<file path="config.mk">
export PLATFORM = sky130hd
export DESIGN_NAME = led_pwm_source
export DESIGN_NICKNAME = d
export VERILOG_FILES = /design/src/rtl/led_pkg.sv /design/src/rtl/pps_watchdog.sv /design/src/rtl/led_pwm_source.sv
export SDC_FILE = /design/constraint.sdc
export NUM_CORES = 1
export LEC_CHECK = 0
export CORE_ASPECT_RATIO = 0.9
export CORE_MARGIN = 2
export CORE_UTILIZATION = 40
export CTS_BUF_LIST = sky130_fd_sc_hd__clkbuf_4
export DETAILED_ROUTE_END_ITERATION = 6
export GPL_TIMING_DRIVEN = 0
export SLEW_MARGIN = 5
export SYNTH_ARGS = -nofsm -noshare
export SYNTH_HDL_FRONTEND = slang
export SYNTH_SLANG_ARGS = --single-unit
</file>
<file path="constraint.sdc">
create_clock -name clk -period 5.45 [get_ports clk]
set_input_delay 1.635 -clock clk [delete_from_list [all_inputs] [get_ports clk]]
set_output_delay 1.635 -clock clk [all_outputs]
set_load 0.1 [all_outputs]
</file>
<file path="src/rtl/led_pkg.sv">
// Shared types and default constants for the LED PWM source and its PPS lock watchdog.
package led_pkg;

    typedef enum logic [1:0] {
        LOST    = 2'd0,
        ACQUIRE = 2'd1,
        LOCKED  = 2'd2
    } lock_state_t;

    localparam int unsigned DEF_PRESCALE    = 47;
    localparam int unsigned DEF_PPS_MIN     = 11_400_000;
    localparam int unsigned DEF_PPS_TIMEOUT = 12_600_000;
    localparam int unsigned DEF_LOCK_PULSES = 3;

endpackage

</file>
<file path="src/rtl/pps_watchdog.sv">
// Synchronises the GPS PPS input, measures the gap between rising edges and
// tracks lock through LOST -> ACQUIRE -> LOCKED; gps_lost is high unless locked.
module pps_watchdog
    import led_pkg::*;
#(
    parameter int unsigned PPS_MIN     = DEF_PPS_MIN,
    parameter int unsigned PPS_TIMEOUT = DEF_PPS_TIMEOUT,
    parameter int unsigned LOCK_PULSES = DEF_LOCK_PULSES
) (
    input  logic clk,
    input  logic rst_n,
    input  logic pps,
    output logic gps_lost
);

    localparam int unsigned CW = $clog2(PPS_TIMEOUT + 1);
    localparam logic [CW-1:0] TIMEOUT     = CW'(PPS_TIMEOUT);
    localparam logic [CW-1:0] MIN_GAP     = CW'(PPS_MIN);
    localparam logic [3:0]    GOOD_TARGET = 4'(LOCK_PULSES);

    // [1:0] form the synchroniser, [2] is the previous synchronised level.
    logic [2:0]    sync_q;
    logic [CW-1:0] interval_q;
    logic [3:0]    good_q, good_d;
    lock_state_t   state_q, state_d;
    logic          pps_edge, timeout, short_gap, legal_gap;

    assign pps_edge  = sync_q[1] & ~sync_q[2];
    assign timeout   = (interval_q == TIMEOUT);
    assign short_gap = (interval_q < MIN_GAP);
    assign legal_gap = !short_gap && !timeout;

    // NOTE: sequential state uses non-blocking assignments so every register
    // samples the pre-edge values regardless of statement order.
    always_ff @(posedge clk) begin
        if (!rst_n) begin
            sync_q     <= '0;
            interval_q <= TIMEOUT;
            state_q    <= LOST;
            good_q     <= '0;
            gps_lost   <= 1'b1;
        end else begin
            sync_q <= {sync_q[1:0], pps};
            if (pps_edge) begin
                interval_q <= '0;
            end else if (!timeout) begin
                interval_q <= interval_q + 1'b1;
            end
            state_q  <= state_d;
            good_q   <= good_d;
            gps_lost <= (state_q != LOCKED);
        end
    end

    // NOTE: defaults first so every path assigns state_d and good_d; no latches.
    always_comb begin
        state_d = state_q;
        good_d  = good_q;
        case (state_q)
            LOST: begin
                if (pps_edge) begin
                    state_d = ACQUIRE;
                    good_d  = '0;
                end
            end
            ACQUIRE: begin
                // An edge always wins over a simultaneous timeout.
                if (pps_edge) begin
                    if (legal_gap) begin
                        good_d = good_q + 1'b1;
                        if (good_q + 1'b1 == GOOD_TARGET) begin
                            state_d = LOCKED;
                        end
                    end else begin
                        good_d = '0;
                    end
                end else if (timeout) begin
                    state_d = LOST;
                end
            end
            LOCKED: begin
                if (pps_edge) begin
                    if (short_gap) begin
                        state_d = LOST;
                    end else if (timeout) begin
                        state_d = ACQUIRE;
                        good_d  = '0;
                    end
                end else if (timeout) begin
                    state_d = LOST;
                end
            end
            default: begin
                state_d = LOST;
                good_d  = '0;
            end
        endcase
    end

endmodule

</file>
<file path="src/rtl/led_pwm_source.sv">
// 8-bit LED PWM with a prescaled tick, duty updates latched only at period
// boundaries through a one-deep pending slot, plus GPS PPS lock monitoring.
module led_pwm_source
    import led_pkg::*;
#(
    parameter int unsigned PRESCALE    = DEF_PRESCALE,
    parameter int unsigned PPS_MIN     = DEF_PPS_MIN,
    parameter int unsigned PPS_TIMEOUT = DEF_PPS_TIMEOUT,
    parameter int unsigned LOCK_PULSES = DEF_LOCK_PULSES
) (
    input  logic       clk,
    input  logic       rst_n,
    input  logic [7:0] duty_in,
    input  logic       duty_valid,
    output logic       duty_ready,
    input  logic       pps,
    output logic       on,
    output logic       gps_lost
);

    localparam int unsigned PW = (PRESCALE > 1) ? $clog2(PRESCALE) : 1;
    localparam logic [PW-1:0] PRESCALE_LAST = PW'(PRESCALE - 1);

    logic [PW-1:0] presc_q;
    logic [7:0]    phase_q, active_q, pending_q;
    logic          pending_valid_q;
    logic          tick, boundary, transfer;

    assign tick       = (presc_q == PRESCALE_LAST);
    assign boundary   = tick && (phase_q == 8'hFF);
    assign duty_ready = rst_n && !pending_valid_q;
    assign transfer   = duty_valid && duty_ready;

    // NOTE: the duty registers sit in the reset branch alongside the counters,
    // so a reset can never leave a stale brightness waiting to be applied.
    always_ff @(posedge clk) begin
        if (!rst_n) begin
            presc_q         <= '0;
            phase_q         <= '0;
            active_q        <= '0;
            pending_q       <= '0;
            pending_valid_q <= 1'b0;
            on              <= 1'b0;
        end else begin
            presc_q <= tick ? '0 : presc_q + 1'b1;
            if (tick) begin
                phase_q <= phase_q + 1'b1;
            end
            // The pending slot is full whenever ready is low, so a boundary
            // copy and a new capture never collide.
            if (boundary && pending_valid_q) begin
                active_q <= pending_q;
            end
            if (transfer) begin
                pending_q       <= duty_in;
                pending_valid_q <= 1'b1;
            end else if (boundary) begin
                pending_valid_q <= 1'b0;
            end
            on <= (phase_q < active_q);
        end
    end

    pps_watchdog #(
        .PPS_MIN     (PPS_MIN),
        .PPS_TIMEOUT (PPS_TIMEOUT),
        .LOCK_PULSES (LOCK_PULSES)
    ) u_pps_watchdog (
        .clk      (clk),
        .rst_n    (rst_n),
        .pps      (pps),
        .gps_lost (gps_lost)
    );

endmodule
</file>
==> results.sh <==
export IMPL_synth_most_common_cell="dfxtp_1"
export IMPL_stdcell_area_sq_um=3580
export IMPL_routabilityCongestion=0.809
export IMPL_drc=0
export IMPL_cts_buffers_inserted=9
export IMPL_post_cts_setup_buffers=0
export IMPL_grtUsageMet1_pct=20.1
export IMPL_floorplan_die_area_sq_um=8730
export IMPL_htreeDepth=3
export IMPL_die_y_microns=88.8
export IMPL_seq_power_share_pct=54.0
export IMPL_drt_iter0_drc=69
export IMPL_leakage_nw=1.39
export IMPL_switchingPower_mw=0.267
export IMPL_synth_async_reset_ratio_pct=0
export IMPL_p_clk_share_pct=33.4
export IMPL_cts_resized=0
export IMPL_switching_share_pct=27.9
export IMPL_crit_path_frequent_cell="clkbuf_1"
export IMPL_grt_usage_pct=15.1
export IMPL_fin_tns_setup_ps=0
export IMPL_slew_violations=0
export IMPL_coreArea_sq_um=7660
export IMPL_n_antenna_cell=0
export IMPL_worstMarginPinSlew_ps=964
export IMPL_crit_reg2reg_launch="u_pps_watchdog.interval_q[0]$_SDFFE_PP0N_"
export IMPL_use_met3_pct=5.21
export IMPL_clk_path_buf_depth=2
export IMPL_cts_hold_buf=0
export IMPL_ys_top_cells_by_count="66 x dfxtp_1, 29 x nor2_1, 21 x nand2_1"
export IMPL_port_buffers=13
export IMPL_synthDistinctLibCells=54
export IMPL_p_per_area_nw_per_um2=268
export IMPL_path_max_fanout=10
export IMPL_yosys_area_top_type="dfxtp_1"
export IMPL_cts_tree="done"
export IMPL_setup_viol=0
export IMPL_grt_busiest_layer="met2"
export IMPL_synth_edf_count=0
export IMPL_status="complete, no violations"
export IMPL_grt_pass1_vias=2311
export IMPL_die_x_microns=98.3
export IMPL_r2r_slack_ps=3380
export IMPL_cp_start_kind="input pin"
export IMPL_grt_max_degree=12
export IMPL_vias=2448
export IMPL_synth_mux_area_share_pct=5.67
export IMPL_io_pins=15
export IMPL_num_rows=30
export IMPL_routed_wl_mm=6.13
export IMPL_synth_nets=371
export IMPL_hold_viol=0
export IMPL_syn_inst=345
export IMPL_antenna_found_initial=0
export IMPL_worstPathArrival_ps=3640
export IMPL_synth_fa_ha_area_share_pct=5.48
export IMPL_final_nets=395
export IMPL_syn_avg_cell_area_sq_um=9.27
export IMPL_final_cells=470
export IMPL_cp_slowest_cell="clkdlybuf4s50_1"
export IMPL_yosys_area_top_type_share_pct=41.3
export IMPL_synthTopCellsByArea="dfxtp_1 41%, ha_1 5.5%, mux2i_1 5.3%, xor2_1 4.9%, nor2b_1 3.9%"
export IMPL_synth_seq_cells=66
export IMPL_clock_skew_ps=23.1
export IMPL_setup_worst_path_start="rst_n"
export IMPL_worstHoldPathCells=1
export IMPL_fillers=753
export IMPL_drive_above_1_share_pct=8.29
export IMPL_yosys_area_share_simple_pct=27.0
export IMPL_max_stage_delay_ps=1140
export IMPL_clock_sinks=66
export IMPL_synth_compound_area_share_pct=8.88
export IMPL_use_met2_pct=23.8
export IMPL_critical_path_top_delay_family="buffers and inverters"
export IMPL_combinationalPowerShare_pct=12.6
export IMPL_synth_xor_area_share_pct=8.21
export IMPL_hold_path_class="flop to flop"
export IMPL_synth_warnings=0
export IMPL_clockRootBuffer="clkbuf_4"
export IMPL_crit_end="duty_ready"
export IMPL_crit_type="input pin to output port"
export IMPL_yosysSeqAreaShare_pct=41.3
export IMPL_global_route_overflow_total=0
export IMPL_synth_main_ff_cell="dfxtp_1"
export IMPL_p_int_mw=0.693
export IMPL_clk_pin_slew_ps=120
export IMPL_syn2layout_area_growth_pct=12.0
export IMPL_dp_hpwl_mm=4.39
export IMPL_cap_violations=0
export IMPL_worstSkewPairLatency_ps=410
export IMPL_synth_top_family_by_area="simple AND/OR/NAND/NOR gates"
export IMPL_cp_cell_sequence="clkbuf_1, clkbuf_1, nor2b_1, clkdlybuf4s50_1"
export IMPL_slew_headroom_pct=35.5
export IMPL_ant_nets=0
export IMPL_path_depth=4
export IMPL_r2r_end="u_pps_watchdog.good_q[3]$_SDFFE_PN0P_"
export IMPL_placed_cell_area_sq_um=3450
export IMPL_worst_setup_path_end_kind="output port"
export IMPL_min_period_ps=5280
export IMPL_timing_fmax_mhz=189
export IMPL_vias_per_cell=5.21
export IMPL_rsz0062_at_grt="no"
export IMPL_grt_pass1_wl_mm=10.6
export IMPL_syn_cell_area_sq_um=3200
export IMPL_worstHoldStart="u_pps_watchdog.state_q[1]$_SDFFE_PN0P_"
export IMPL_finalCritPeriodShare_pct=96.8
export IMPL_ir_worst_vdd_v=0.000155
export IMPL_wl_per_cell_microns=13.0
export IMPL_drtPass1Iterations=4
export IMPL_initial_core_util_pct=41.8
export IMPL_path_buf_inv=3
export IMPL_placed_cells=454
export IMPL_r2r_cells=7
export IMPL_required_ps=3820
## cell type report
type                    instances  area [sq um]  area share [%]
clock buffers                  10          75.1            2.10
multi-input cells             252          1770            49.4
well taps                      96           120            3.35
plain buffers                  12          53.8            1.50
clock inverters                 6          57.6            1.61
inverters                      15          56.3            1.57
flip-flops and latches         66          1320            36.9
repair buffers                 13           130            3.63
## kinds of logic (layout without fill, tap and decap cells)
group | after synthesis | after routing
fa+ha+maj | 14 | 14
compound gates | 38 | 38
simple gates | 152 | 152
flops | 66 | 66
mux | 18 | 18
buf+inv | 27 | 56
xor+xnor | 30 | 30
## sequential cells by signal (all words and copies together) (netlist names), 2 cells and up
register / count
presc_q: 6
u_pps_watchdog.good_q: 4
phase_q: 8
u_pps_watchdog.sync_q: 3
pending_q: 8
active_q: 8
u_pps_watchdog.interval_q: 24
u_pps_watchdog.state_q: 2
## per-layer routing
metal  part of all wire [%]  wire length, microns
met4                   0.98                    60
met2                     44                  2710
met3                    3.1                   192
met5                      0                     0
met1                     52                  3170
## how the worst min path moves through the flow
stage	to	slack [ps]
2_1_floorplan	u_pps_watchdog.sync_q[1]$_SDFF_PN0_	410
3_3_place_gp	u_pps_watchdog.sync_q[1]$_SDFF_PN0_	430
4_1_cts	u_pps_watchdog.gps_lost$_SDFF_PN1_	460
3_5_place_dp	u_pps_watchdog.gps_lost$_SDFF_PN1_	440
5_1_grt	u_pps_watchdog.gps_lost$_SDFF_PN1_	470
6_report	u_pps_watchdog.gps_lost$_SDFF_PN1_	470
## stage by stage
step	utilization (%)	setup slack [ps]	total power, mW	hold slack, ps
after CTS	46.8	149	0.973	462
final	46.8	173	0.960	467
after global routing	46.8	10.0	1.01	475
after detailed placement	45.0	147	0.651	439
after global placement	45.0	144	0.647	432
after floorplan	-	357	0.614	412
## worst reg2reg max path: cells and delay by family (launching register included)
family | cells | cell delay [ps]
compound gates | 1 | 300
fa+ha+maj | 1 | 180
buf+inv | 1 | 100
flops | 1 | 360
simple gates | 4 | 1060
## layout by cell type, fill, tap and decap left out, drive strengths merged, types with 2 or more instances in the layout
cell           Yosys  layout
nor4               6       6
nor2              30      30
o211a              2       2
and2              11      11
clkinvlp           0       2
and3               7       7
xnor2             12      12
and4b              2       2
nor4b              2       2
nor2b             20      20
a21oi              3       3
nand3b             4       4
a21o               2       2
a21boi             4       4
or3                5       5
o21ai             15      15
nand2             21      21
clkbuf             9      19
inv               15      15
ha                14      14
nand4             14      14
nand3             17      17
mux2i             17      17
nor3               6       6
dfxtp             66      66
buf                3       3
clkdlybuf4s50      0      13
clkinv             0       3
nand2b             2       2
xor2              18      18
## power groups by stage
stage | Combinational (mW) | Clock (mW) | Sequential, mW
floorplan | 0.0886 | 0 | 0.525
global placement | 0.118 | 0 | 0.529
detailed placement | 0.122 | 0 | 0.530
CTS | 0.122 | 0.332 | 0.519
global route | 0.138 | 0.352 | 0.522
finish | 0.121 | 0.320 | 0.519
Note: power is estimated with default switching activity, not from simulation.
